--- config.mk ---
export PLATFORM = sky130hd
export DESIGN_NAME = serializador_4bit
export DESIGN_NICKNAME = d
export VERILOG_FILES = /design/src/rtl/serializador_4bit.sv
export SDC_FILE = /design/constraint.sdc
export NUM_CORES = 1
export LEC_CHECK = 0
export BUFFER_PORTS_ARGS = -buffer_cell sky130_fd_sc_hd__buf_2
export CORE_AREA = 3 3 40 42
export DETAILED_ROUTE_END_ITERATION = 7
export DIE_AREA = 0 0 43 45
export PLACE_DENSITY = 0.59
export SKIP_CTS_REPAIR_TIMING = 1
export SYNTH_ARGS = -nofsm -noshare
export SYNTH_HDL_FRONTEND = slang
export SYNTH_SLANG_ARGS = --single-unit
--- constraint.sdc ---
create_clock -name clock -period 1.1 [get_ports clock]
set_input_delay 0.165 -clock clock [delete_from_list [all_inputs] [get_ports clock]]
set_output_delay 0.165 -clock clock [all_outputs]
set_load 0.1 [all_outputs]
--- src/rtl/serializador_4bit.sv ---
// MSB-first parallel-to-serial transmitter with a valid strobe and an end-of-frame done pulse.
// Optional even-parity trailer bit: define SERIALIZADOR_PARITY_EN.
module serializador_4bit #(
   parameter int WIDTH = 4
) (
   input  logic             clock,
   input  logic             reset,
   input  logic [WIDTH-1:0] d,
   input  logic             load,
   output logic             ready,
   output logic             out,
   output logic             valid_out,
   output logic             done
);

   localparam int CW = (WIDTH > 1) ? $clog2(WIDTH) : 1;
   localparam logic [CW-1:0] LAST_CNT = CW'(WIDTH - 1);

`ifdef SERIALIZADOR_PARITY_EN
   typedef enum logic [1:0] {IDLE = 2'd0, SHIFT = 2'd1, PARITY = 2'd2} state_t;

   function automatic logic even_parity(input logic [WIDTH-1:0] w);
      return ^w;
   endfunction
`else
   typedef enum logic [1:0] {IDLE = 2'd0, SHIFT = 2'd1} state_t;
`endif

   state_t           state_q;
   logic [WIDTH-1:0] shreg_q;
   logic [CW-1:0]    bit_cnt_q;
   logic             ready_q;
   logic             valid_q;
   logic             done_q;
`ifdef SERIALIZADOR_PARITY_EN
   logic             par_q;
`endif

   // The serial bit is always the top of shreg_q; the parity bit is parked there for its cycle.
   assign out       = shreg_q[WIDTH-1];
   assign ready     = ready_q;
   assign valid_out = valid_q;
   assign done      = done_q;

   // Frame sequencer: state, shift register, bit counter and registered strobes.
   always_ff @(posedge clock) begin
      if (reset) begin
         state_q   <= IDLE;
         shreg_q   <= '0;
         bit_cnt_q <= '0;
         ready_q   <= 1'b1;
         valid_q   <= 1'b0;
         done_q    <= 1'b0;
`ifdef SERIALIZADOR_PARITY_EN
         par_q     <= 1'b0;
`endif
      end else begin
         case (state_q)
            IDLE: begin
               if (load) begin
                  state_q   <= SHIFT;
                  shreg_q   <= d;
                  bit_cnt_q <= '0;
                  ready_q   <= 1'b0;
                  valid_q   <= 1'b1;
                  done_q    <= 1'b0;
`ifdef SERIALIZADOR_PARITY_EN
                  par_q     <= even_parity(d);
`endif
               end else begin
                  ready_q <= 1'b1;
                  valid_q <= 1'b0;
                  done_q  <= 1'b0;
               end
            end
            SHIFT: begin
               if (bit_cnt_q == LAST_CNT) begin
`ifdef SERIALIZADOR_PARITY_EN
                  state_q <= PARITY;
                  shreg_q <= {par_q, {(WIDTH-1){1'b0}}};
                  ready_q <= 1'b0;
                  valid_q <= 1'b1;
                  done_q  <= 1'b1;
`else
                  state_q <= IDLE;
                  shreg_q <= {shreg_q[WIDTH-2:0], 1'b0};
                  ready_q <= 1'b1;
                  valid_q <= 1'b0;
                  done_q  <= 1'b0;
`endif
               end else begin
                  shreg_q   <= {shreg_q[WIDTH-2:0], 1'b0};
                  bit_cnt_q <= bit_cnt_q + CW'(1);
                  ready_q   <= 1'b0;
                  valid_q   <= 1'b1;
`ifdef SERIALIZADOR_PARITY_EN
                  done_q    <= 1'b0;
`else
                  // Pulse done for the cycle that carries the last data bit.
                  done_q    <= (bit_cnt_q == (LAST_CNT - CW'(1)));
`endif
               end
            end
`ifdef SERIALIZADOR_PARITY_EN
            PARITY: begin
               state_q <= IDLE;
               shreg_q <= '0;
               ready_q <= 1'b1;
               valid_q <= 1'b0;
               done_q  <= 1'b0;
            end
`endif
            default: begin
               state_q   <= IDLE;
               shreg_q   <= '0;
               bit_cnt_q <= '0;
               ready_q   <= 1'b1;
               valid_q   <= 1'b0;
               done_q    <= 1'b0;
            end
         endcase
      end
   end

endmodule

==> results of run 1 <==
-- cells by family after synthesis --
logic type | synth area share [%]
adder cells (fa/ha/maj) | 8.311
multiplexers | 8.865
buffers and inverters | 7.755
AND/OR/NAND/NOR | 19.11
flip-flops | 44.32
AO/OA/AOI/OAI | 9.693
XOR/XNOR | 1.939
-- path summary, 6_finish.rpt --
kind / start / endpoint / slack [ns] / cells after the start
worst min register to register: shreg_q[0]$_SDFFE_PP0P_ / shreg_q[0]$_SDFFE_PP0P_ / 0.53 / 2
worst max register to register: bit_cnt_q[0]$_SDFFE_PP0P_ / bit_cnt_q[1]$_SDFFE_PP0P_ / 0.06 / 4
worst max-delay path: bit_cnt_q[0]$_SDFFE_PP0P_ / bit_cnt_q[1]$_SDFFE_PP0P_ / 0.06 / 4
worst min-delay path: reset / bit_cnt_q[1]$_SDFFE_PP0P_ / 0.19 / 2
-- flip-flops by register name, indices dropped and copies added, names as in the netlist --
register / flops
bit_cnt_q: 2
done: 1
ready: 1
shreg_q: 4
state_q: 1
valid_out: 1
-- placed cells by master, fill, tap and decap left out --
cell type / Yosys / final
dfxtp_2: 0 / 2
buf_4: 0 / 2
inv_1: 2 / 1
and2_1: 1 / 1
a21oi_1: 3 / 3
o21ai_1: 3 / 4
buf_12: 0 / 4
nor3_1: 2 / 2
and4bb_2: 1 / 1
nor2_1: 3 / 3
clkbuf_4: 0 / 3
ha_2: 0 / 1
o21ai_2: 1 / 1
nand2_1: 4 / 4
dfxtp_1: 10 / 7
buf_2: 0 / 6
dfxtp_4: 0 / 1
ha_1: 3 / 1
ha_4: 0 / 1
nor3b_2: 1 / 1
nor2b_1: 3 / 3
mux2i_1: 4 / 4
inv_2: 0 / 1
xnor2_1: 1 / 1
-- layer usage --
layer | track usage [%] | wire, um | vias up
met2 | 12.28 | 289 | 9
met3 | 6.375 | 54 | 2
met4 | 7.229 | 11 | 0
met1 | 10.92 | 356 | 139
li1 | - | - | 183
met5 | 0 | 0 | -
-- through the flow --
stage / area (um^2) / total power [W]
after floorplan: 452.9 / 0.0005234
after CTS: 591.8 / 0.0008157
after global routing: 611.8 / 0.0008552
after detailed placement: 569.3 / 0.0005775
final: 611.8 / 0.0008042
after global placement: 569.3 / 0.0005762
-- worst max-delay path, delay by kind of cell, from the launching register on --
kind | cells | cell delay (ns)
adders and majority gates | 1 | 0.19
AOI/OAI and AO/OA | 2 | 0.20
and+or+nand+nor | 1 | 0.17
DFF | 1 | 0.36
-- cell type report --
type                       instances  area [um^2]  share of cell area (%)
multi-input combinational         31        231.5                   37.83
tap                               15        18.77                   3.067
timing repair buffer              12        125.1                   20.45
inverter                           2        7.507                   1.227
clock buffer                       3        22.52                   3.681
sequential                        10        206.4                   33.74
-- where the power goes --
part           leakage [nW]  internal (W)  switching [W]
Sequential           0.0839      0.000383      0.0000200
Clock                0.0138      0.000125       0.000107
Combinational         0.166     0.0000715      0.0000972
Total                 0.264      0.000580       0.000224
==> out/metrics.cfg, run 1 <==
[floorplan]
dieArea_um2 = 1935
ios = 11
die_height_um = 45
start_util_pct = 35.15
core_area_um2 = 1285
rows = 13
die_x_um = 43

[placement]
hpwl_um = 534.2
dp_slack_ns = 0.006728
dpl.cell_count = 70
portBuffers = 10
place.gp.congestion = 0.6434

[cts]
cts_buffers = 3
insertion_delay_ns = 0.25
root_buffer = clkbuf_4
clockBufferDepth = 2
clk_pin_slew_ns = 0.06
numClockSinks = 10
htree_levels = 1
tritoncts = built

[routing]
drcViolationCount = 0
wl_um = 712
drt_iter0_drc = 2
vias = 333
firstDrtPassIters = 4
ant_nets = 0
viasPerCell = 4.562
wl_per_cell_um = 9.753

[sta]
hold_viol = 0
setup_violations = 0
fin_crit_sh_pct = 94.31
fin_ws_ns = 0.06255
holdWs_ns = 0.1870
clock_skew_ns = 0.002640
rsz0062_at_grt = false
period_needed_ns = 1.037
fmax_ghz = 0.9639
finalSetupTns_ns = 0
worstMarginPinSlew_ns = 0.2213
maxSlewHeadroom_pct = 85.23
drv_slew = 0

[critical_path]
worstSetupEndpointType = flop
critPathMaxFanout = 5
arrival_ns = 1.18
cp-start-kind = flop
cp_slowest_cell = dfxtp_4
crit_type = reg2reg
worstPathCellList = ha_2 > and2_1 > o21ai_1 > a21oi_1
max_stage_delay_ns = 0.36
critPathRequiredTime_ns = 1.24

[min_path]
hp-class = in2reg

[global_route]
antenna_found_initial = 0
grt_usage_pct = 9.516
grt_pass1_wl_um = 1248
grt_pass1_vias = 307
grt_start_max_net_pins = 10
grt_overflow = 0

[final_layout]
antenna_cells = 0
layout-drive-gt1-share_pct = 41.38
fill_cells = 124
final_cells = 73
utilization_pct = 47.61
syn_to_final_growth_pct = 35.46
final_nets = 70

[power_and_ir_drop]
ir_drop_uv = 682.0
pwr_density_cell_nw_per_um2 = 1314
power.leakage_nw = 0.2641

[logic_synthesis]
yosys-top-cells-area = dfxtp_1, mux2i_1, ha_1
synth.yosys.seq_area_share_pct = 44.32
synth_edf_count = 0
synth_common_cells = dfxtp_1, mux2i_1, nand2_1
syn_area_per_cell_um2 = 9.819
synthesis.area_um2 = 451.7
synth_top_area_share_pct = 44.32
synth_flop_cell = dfxtp_1
synth.distinct_cells = 18
yosysTopAreaCell = dfxtp_1
netlist_instances = 46
yosys_register_bits = 10
ys_async_sr_fraction_pct = 0
synth_most_common_cell = dfxtp_1
yosys_warnings = 0
synth_nets = 56

[outcome]
status = finished clean

[flow_run]
cap_violations = 0

No activity file was read; power rests on OpenSTA's default activity.
==> run 2: changes to the inputs <==
--- a/config.mk
+++ b/config.mk
@@ -10,6 +10,7 @@
 export DETAILED_ROUTE_END_ITERATION = 7
 export DIE_AREA = 0 0 43 45
 export PLACE_DENSITY = 0.59
+export SETUP_SLACK_MARGIN = 0.2
 export SKIP_CTS_REPAIR_TIMING = 1
 export SYNTH_ARGS = -nofsm -noshare
 export SYNTH_HDL_FRONTEND = slang
==> run 2 against run 1 <==
Clock skew is 0.0014 ns higher; via count increased by 0.30%; setup slack better by 0.053 ns; first-iteration DRC count is 100% higher; hold slack lost 0.0082 ns.
==> out/metrics.cfg, run 2 (synthesis results as in run 1) <==
[placement]
dpl.cell_count = 69
place.gp.congestion = 0.6717
portBuffers = 10
hpwl_um = 559.2

[sta]
finalSetupTns_ns = 0
drv_slew = 0
fin_crit_sh_pct = 89.51
hold_viol = 0
worstMarginPinSlew_ns = 0.1867
rsz0062_at_grt = true
period_needed_ns = 0.9846
clock_skew_ns = 0.004001
setup_violations = 0
maxSlewHeadroom_pct = 87.56
fmax_ghz = 1.016

[final_layout]
antenna_cells = 0
layout_common_cells = buf_2, mux2i_1, dfxtp_2, buf_12
fill_cells = 111
reg_top3 = shreg_q: 4 flops, bit_cnt_q: 2 flops
regMostFlops = shreg_q
layout-drive-gt1-share_pct = 54.24
layout_commonest_cell = buf_2
largest_register_ffs = 4
syn_to_final_growth_pct = 45.71
final_nets = 70
final_cells = 74

[floorplan]
core_area_um2 = 1285
rows = 13
start_util_pct = 35.15
dieArea_um2 = 1935
ios = 11
die_x_um = 43
die_height_um = 45

[critical_path]
critPathTopFamily = flip-flops
worstSetupEndpointType = flop
crit_type = reg2reg
max_stage_delay_ns = 0.37
critPathMaxFanout = 4
critical_path_buf_inv_count = 0
cp_slowest_cell = dfxtp_4
cp-start-kind = flop
arrival_ns = 1.14
critPathRequiredTime_ns = 1.25
worstPathCellList = ha_4 > and2_4 > o21ai_2 > a21oi_1

[routing]
wl_per_cell_um = 10.41
drt_iter0_drc = 4
viasPerCell = 4.514
ant_nets = 0
drcViolationCount = 0
vias = 334
firstDrtPassIters = 4
wl_um = 770

[cts]
clk_pin_slew_ns = 0.06
numClockSinks = 10
root_buffer = clkbuf_4
clockBufferDepth = 2
tritoncts = built
htree_levels = 1
insertion_delay_ns = 0.26
cts_buffers = 3

[global_route]
antenna_found_initial = 0
grt_start_max_net_pins = 10
grtUsageMet1_pct = 11.74
grt_overflow = 0
grt_pass1_vias = 282
grt.busiest_layer = met2
grt.met3_usage_pct = 5.976
use_met2_pct = 12.87
grt_usage_pct = 10.38
grt_pass1_wl_um = 1297

[min_path]
hp-class = in2reg

[outcome]
status = finished clean

[power_and_ir_drop]
power.leakage_nw = 0.2779
pwr_density_cell_nw_per_um2 = 1377
ir_drop_uv = 643.7

[flow_run]
cap_violations = 0

## run 2: final timing paths
check,from,to,slack [ns],depth (start not counted)
worst max-delay path,bit_cnt_q[1]$_SDFFE_PP0P_,bit_cnt_q[1]$_SDFFE_PP0P_,0.12,4
worst min-delay path,reset,bit_cnt_q[1]$_SDFFE_PP0P_,0.18,2
worst max register to register,bit_cnt_q[1]$_SDFFE_PP0P_,bit_cnt_q[1]$_SDFFE_PP0P_,0.12,4
worst min register to register,bit_cnt_q[1]$_SDFFE_PP0P_,bit_cnt_q[1]$_SDFFE_PP0P_,0.51,2
## run 2: cell type report
cell class              instances  area [um^2]  share of cell area [%]
multi-input cells              31        250.2                   38.02
flip-flops and latches         10        216.5                   32.89
clock buffers                   4        36.28                   5.513
inverters                       2        7.507                   1.141
repair buffers                 12        128.9                   19.58
well taps                      15        18.77                   2.852
## run 2: report_power, final
part	switching, W	total (W)	leakage (nW)	internal (W)
logic	0.0000981	0.000172	0.172	0.0000736
registers	0.0000237	0.000406	0.0853	0.000382
clock network	0.000128	0.000329	0.0210	0.000201
## run 2: per-layer routing
layer | vias up | share of wire (%)
li1 | 178 | -
met1 | 143 | 50
met2 | 9 | 41
met3 | 4 | 4.7
met4 | 0 | 4.0
met5 | - | 0
## run 2: worst register-to-register path, stage by stage (launching register included)
cell,delay (ns)
dfxtp_4,0.37
ha_4,0.17
and2_4,0.15
o21ai_2,0.12
a21oi_1,0.06
## run 2: per-stage QoR
| step | util (%) | setup WS [ns] | total power [W] | hold WS, ns | area [um^2] |
|---|---|---|---|---|---|
| floorplan | - | 0.03531 | 0.0005274 | 0.3603 | 473.0 |
| global placement | 45.28 | 0.1099 | 0.0005770 | 0.4552 | 581.8 |
| detailed placement | 45.28 | 0.1088 | 0.0005789 | 0.4624 | 581.8 |
| CTS | 48.10 | 0.09347 | 0.0009192 | 0.1711 | 618.1 |
| global route | 51.22 | 0.08715 | 0.0009713 | 0.1648 | 658.1 |
| finish | 51.22 | 0.1154 | 0.0009062 | 0.1787 | 658.1 |
